## config.mk

```make
export PLATFORM = sky130hd
export DESIGN_NAME = i_fetch
export DESIGN_NICKNAME = d
export VERILOG_FILES = /design/src/rtl/mips_pkg.sv /design/src/rtl/i_fetch_instr_mem.sv /design/src/rtl/i_fetch.sv
export SDC_FILE = /design/constraint.sdc
export NUM_CORES = 2
export LEC_CHECK = 0
export CORE_MARGIN = 3
export CORE_UTILIZATION = 40
export DETAILED_ROUTE_END_ITERATION = 16
export MAX_ROUTING_LAYER = met4
export SLEW_MARGIN = 5
export SYNTH_ARGS = -nofsm -noshare
export SYNTH_HDL_FRONTEND = slang
export SYNTH_HIERARCHICAL = 1
export SYNTH_SLANG_ARGS = --single-unit
```

## constraint.sdc

```tcl
create_clock -name i_clock -period 4.55 [get_ports i_clock]
set_input_delay 0.6825 -clock i_clock [delete_from_list [all_inputs] [get_ports i_clock]]
set_output_delay 0.6825 -clock i_clock [all_outputs]
set_load 0.005 [all_outputs]
```

## src/rtl/mips_pkg.sv

```systemverilog
// Shared MIPS definitions: fetch-stage state encodings and the NOP word,
// also used by the debug unit.
package mips_pkg;

  localparam int unsigned STATE_W = 2;

  typedef enum logic [STATE_W-1:0] {
    ST_LOAD = 2'd0,
    ST_RUN  = 2'd1,
    ST_HALT = 2'd2
  } fetch_state_e;

  localparam logic [31:0] NOP = 32'h0000_0000;

endpackage

```

## src/rtl/i_fetch_instr_mem.sv

```systemverilog
// Instruction memory: synchronous write port for program load,
// combinational read port for fetch. Contents are not reset.
module instr_mem #(
  parameter int unsigned DATA_WIDTH = 32,
  parameter int unsigned MEM_DEPTH  = 64
) (
  input  logic                         clk,
  input  logic                         we,
  input  logic [$clog2(MEM_DEPTH)-1:0] waddr,
  input  logic [DATA_WIDTH-1:0]        wdata,
  input  logic [$clog2(MEM_DEPTH)-1:0] raddr,
  output logic [DATA_WIDTH-1:0]        rdata_c
);

  logic [DATA_WIDTH-1:0] mem [MEM_DEPTH];

  always_ff @(posedge clk) begin
    if (we) mem[waddr] <= wdata;
  end

  assign rdata_c = mem[raddr];

endmodule

```

## src/rtl/i_fetch.sv

```systemverilog
// Instruction fetch stage: load/run/halt control, PC register with
// next-PC selection, and the IF/ID pipeline register.
module i_fetch
  import mips_pkg::*;
#(
  parameter int unsigned DATA_WIDTH = 32,
  parameter int unsigned MEM_DEPTH  = 64
) (
  input  logic                         i_clock,
  input  logic                         i_reset,
  input  logic                         i_load_valid,
  input  logic [$clog2(MEM_DEPTH)-1:0] i_load_addr,
  input  logic [DATA_WIDTH-1:0]        i_load_data,
  input  logic                         i_load_done,
  input  logic                         i_stall,
  input  logic                         i_branch,
  input  logic [DATA_WIDTH-1:0]        i_pcbranch,
  input  logic                         i_jump,
  input  logic [DATA_WIDTH-1:0]        i_pcjump,
  input  logic                         i_halt,
  output logic [DATA_WIDTH-1:0]        o_instruccion,
  output logic [DATA_WIDTH-1:0]        o_currentpc,
  output logic [STATE_W-1:0]           o_state,
  output logic [DATA_WIDTH-1:0]        o_pc
);

  localparam int unsigned AW = $clog2(MEM_DEPTH);

  fetch_state_e          state, state_next;
  logic [DATA_WIDTH-1:0] pc_next, ins_next, cpc_next;
  logic [DATA_WIDTH-1:0] pc_plus4_c, fetch_word_c;
  logic                  load_we;

  assign pc_plus4_c = o_pc + DATA_WIDTH'(4);

  instr_mem #(
    .DATA_WIDTH (DATA_WIDTH),
    .MEM_DEPTH  (MEM_DEPTH)
  ) u_instr_mem (
    .clk     (i_clock),
    .we      (load_we),
    .waddr   (i_load_addr),
    .wdata   (i_load_data),
    .raddr   (o_pc[AW+1:2]),
    .rdata_c (fetch_word_c)
  );

  always_ff @(posedge i_clock) begin
    if (i_reset) state <= ST_LOAD;
    else         state <= state_next;
  end

  // Halt beats redirect, redirect beats stall; redirects flush the wrong-path fetch.
  always_comb begin
    state_next = state;
    pc_next    = o_pc;
    ins_next   = o_instruccion;
    cpc_next   = o_currentpc;
    load_we    = 1'b0;
    case (state)
      ST_LOAD: begin
        load_we = i_load_valid;
        if (i_load_done) state_next = ST_RUN;
      end
      ST_RUN: begin
        if (i_halt) begin
          state_next = ST_HALT;
          ins_next   = DATA_WIDTH'(NOP);
        end else if (i_jump || i_branch) begin
          pc_next  = i_jump ? i_pcjump : i_pcbranch;
          ins_next = DATA_WIDTH'(NOP);
          cpc_next = '0;
        end else if (!i_stall) begin
          pc_next  = pc_plus4_c;
          ins_next = fetch_word_c;
          cpc_next = pc_plus4_c;
        end
      end
      ST_HALT: ;
      default: state_next = ST_LOAD;
    endcase
  end

  always_ff @(posedge i_clock) begin
    if (i_reset) begin
      o_pc          <= '0;
      o_instruccion <= DATA_WIDTH'(NOP);
      o_currentpc   <= '0;
    end else begin
      o_pc          <= pc_next;
      o_instruccion <= ins_next;
      o_currentpc   <= cpc_next;
    end
  end

  assign o_state = STATE_W'(state);

endmodule

```

==> impl_metrics.csv <==
group,metric,value,unit
run_status,status,"completed",
synth,synth.avg_cell_area,21.4,µm²
clock_tree,cts_num_sinks,2146,
critical_path,worstPathArrival,4.50,ns
synth,yosys_warnings,6,
synth,synth_edf_count,2048,
global_routing,grt_max_degree,65,
placement,place.port_buffers,207,
clock_tree,cts_tree,"done",
sta,rsz0062_at_grt,"no",
synth,yosysTopAreaCellShare,74.4,%
synth,syn-cell-area,82700,µm²
clock_tree,cts_made_buffers,214,
synth,synth_top_flop_cell,"edfxtp_1",
sta,fin_crit,3.80,ns
global_routing,grt_pass1_vias,42100,
clock_tree,ctsHoldBuffers,0,
min_path,hold_path_class,"input port to flop",
synth,synthDistinctLibCells,81,
clock_tree,cts_root_buffer,"clkbuf_16",
layout,area_growth,17.2,%
critical_path,cp-start-kind,"flop",
floorplan,dieHeight,461,µm
sta,final-setup-viol-count,0,
clock_tree,clk_pin_slew,0.06,ns
critical_path,r2r_start,"o_pc[3]$_SDFFE_PP0P_",
sta,max_freq,263,MHz
drt,final_antenna_net_count,0,
sta,tightest_slew,1.19,ns
sta,slew_headroom,20.4,%
min_path,hp-start,"i_reset",
floorplan,core,205000,µm²
critical_path,startpoint,"o_pc[3]$_SDFFE_PP0P_",
sta,timing.final.crit_share,83.6,%
placement,post-place-ws,0.793,ns
layout,layout.nets,4388,
sta,tns,0,ns
power,vdd_ir_drop_max,441,µV
drt,drtPass1Iterations,6,
critical_path,critPathKind,"flop to flop",
synth,synth_area_leaders,"edfxtp_1 (74%), mux4_2 (15%), dfxtp_1 (2.4%), mux2i_1 (1.2%), nor2_1 (0.94%)",
layout,final_cell_area,96900,µm²
placement,place_area,90000,µm²
power,p_leak,29.1,nW
clock_tree,ctsResizeCount,0,
synth,synthArstFlopShare,0,%
critical_path,cp_max_fo,39,
critical_path,required,5.25,ns
clock_tree,h-tree-depth,4,
clock_tree,cts.path.max_buffers,3,
global_routing,antenna_found_initial,17,
critical_path,critPathCaptureType,"flop",
sta,slew_violations,0,
synth,syn-num-nets,3969,
placement,gp_congestion,0.841,
drt,drc_errors,0,
clock_tree,cts_setup_buffers,0,
placement,dp_hpwl,136000,µm
global_routing,grt_use_total,22.4,%
floorplan,die_w,461,µm
drt,routed_via_density,5.89,
global_routing,grt_overflow,0,
layout,drive_gt1_share,26.9,%
sta,finalHoldViolCount,0,
floorplan,fp-row-count,166,
synth,synth_top_area_cell,"edfxtp_1",
floorplan,pin_count,208,
sta,fin_ws,0.745,ns
floorplan,start_util,40.3,%
clock_tree,insertion_delay,0.86,ns
synth,yosys_register_bits,2146,
layout,fin_util,47.3,%
floorplan,design.die.area,212000,µm²
synth,seq_area_frac_synth,76.8,%
job,cap_violations,0,
drt,drt_iter0_drc,5275,
power,total_power,40.8,mW
drt,wl_per_cell,32.3,µm
global_routing,grt_pass1_wl,326000,µm
synth,netlist_instances,3858,
power,p_per_area,421,nW/µm²
sta,fin_worst_skew,0.0477,ns
drt,wl,231000,µm
drt,via_count,42100,
through the flow:
step	hold slack (ns)	std cells
2_1_floorplan	0.439	3858
6_report	0.208	7152
5_1_grt	0.174	7148
3_3_place_gp	0.435	6748
4_1_cts	0.137	7142
3_5_place_dp	0.441	6749
sequential cells by signal, indices dropped and copies added (netlist names):
| signal | cells |
|---|---|
| o_state | 2 |
| u_instr_mem/mem | 2048 |
| o_currentpc | 32 |
| o_instruccion | 32 |
| o_pc | 32 |
worst max-delay path, stage by stage, from the launching register on:
cell	delay [ns]
dfxtp_4	0.76
buf_12	0.34
buf_4	0.41
mux4_2	0.56
mux2i_1	0.15
nand2_1	0.10
a31oi_1	0.83
nor2_1	0.08
a22oi_1	0.20
nor2_1	0.06
cell usage after synthesis, types with 10 or more instances:
cell      number
xnor2_1       24
nor2b_1       20
buf_2         76
a22oi_1       60
mux4_2       544
nand4_1       12
inv_1         12
o21ai_0       37
a21oi_1       94
dfxtp_1       98
nor2_1       207
edfxtp_1    2048
nand3_1       20
o22ai_1       87
mux2i_1      102
and3_1        10
o221ai_1      27
nand2_1       75
nand2b_1      10
clkbuf_1      94
nor3_1        18
buf_1         22
buf_4         27
kinds of logic after synthesis:
kind of cell	Yosys count	synth area share, %
and+or+nand+nor	426	2.49
xor gates and xnor gates	25	0.265
muxes	648	16.1
DFF	2146	76.8
AOI/OAI and AO/OA	372	2.98
adders and majority gates	1	0.0151
buffers and inverters	240	1.40
power breakdown:
| part | switching (mW) | internal, mW | total, mW |
|---|---|---|---|
| logic | 1.15 | 0.667 | 1.81 |
| clock network | 7.47 | 9.77 | 17.2 |
| registers | 0.0686 | 21.7 | 21.8 |
| total | 8.68 | 32.1 | 40.8 |
path summary, 6_finish.rpt:
kind,cells past startpoint,to,slack [ns]
hold reg to reg,2,o_currentpc[28]$_SDFFE_PP0P_,0.45
hold / removal,2,o_pc[0]$_SDFFE_PP0P_,0.21
setup / recovery,9,o_instruccion[18]$_SDFFE_PP0P_,0.75
setup reg to reg,9,o_instruccion[18]$_SDFFE_PP0P_,0.75
per-layer routing:
| layer | part of all wire, % | global-route usage, % | up-vias |
|---|---|---|---|
| met5 | 0 | - | - |
| met4 | 2.6 | 5.99 | 0 |
| met3 | 8.4 | 3.73 | 301 |
| met2 | 48 | 34.9 | 1976 |
| met1 | 41 | 30.9 | 22700 |
| li1 | - | - | 17100 |
area by class of cell:
type | instances | area [µm²]
fill | 16600 | 108000
antenna | 10 | 25.0
tap | 2688 | 3360
sequential | 2146 | 63500
inverter | 12 | 45.0
timing repair buffer | 431 | 4570
clock inverter | 128 | 1200
clock buffer | 265 | 5650
multi-input combinational | 1472 | 18500
cell usage in the layout (no fill, tap or decap), drive strengths merged, types with 94 or more instances in the layout:
cell type      Yosys  final
clkinv             0    104
edfxtp          2048   2048
mux2i            102    102
buf              133    258
dfxtp             98     98
mux4             544    544
a21oi             94     94
clkbuf            95    265
clkdlybuf4s50      0    173
nor2             209    209
(Power assumes the default switching activity.)
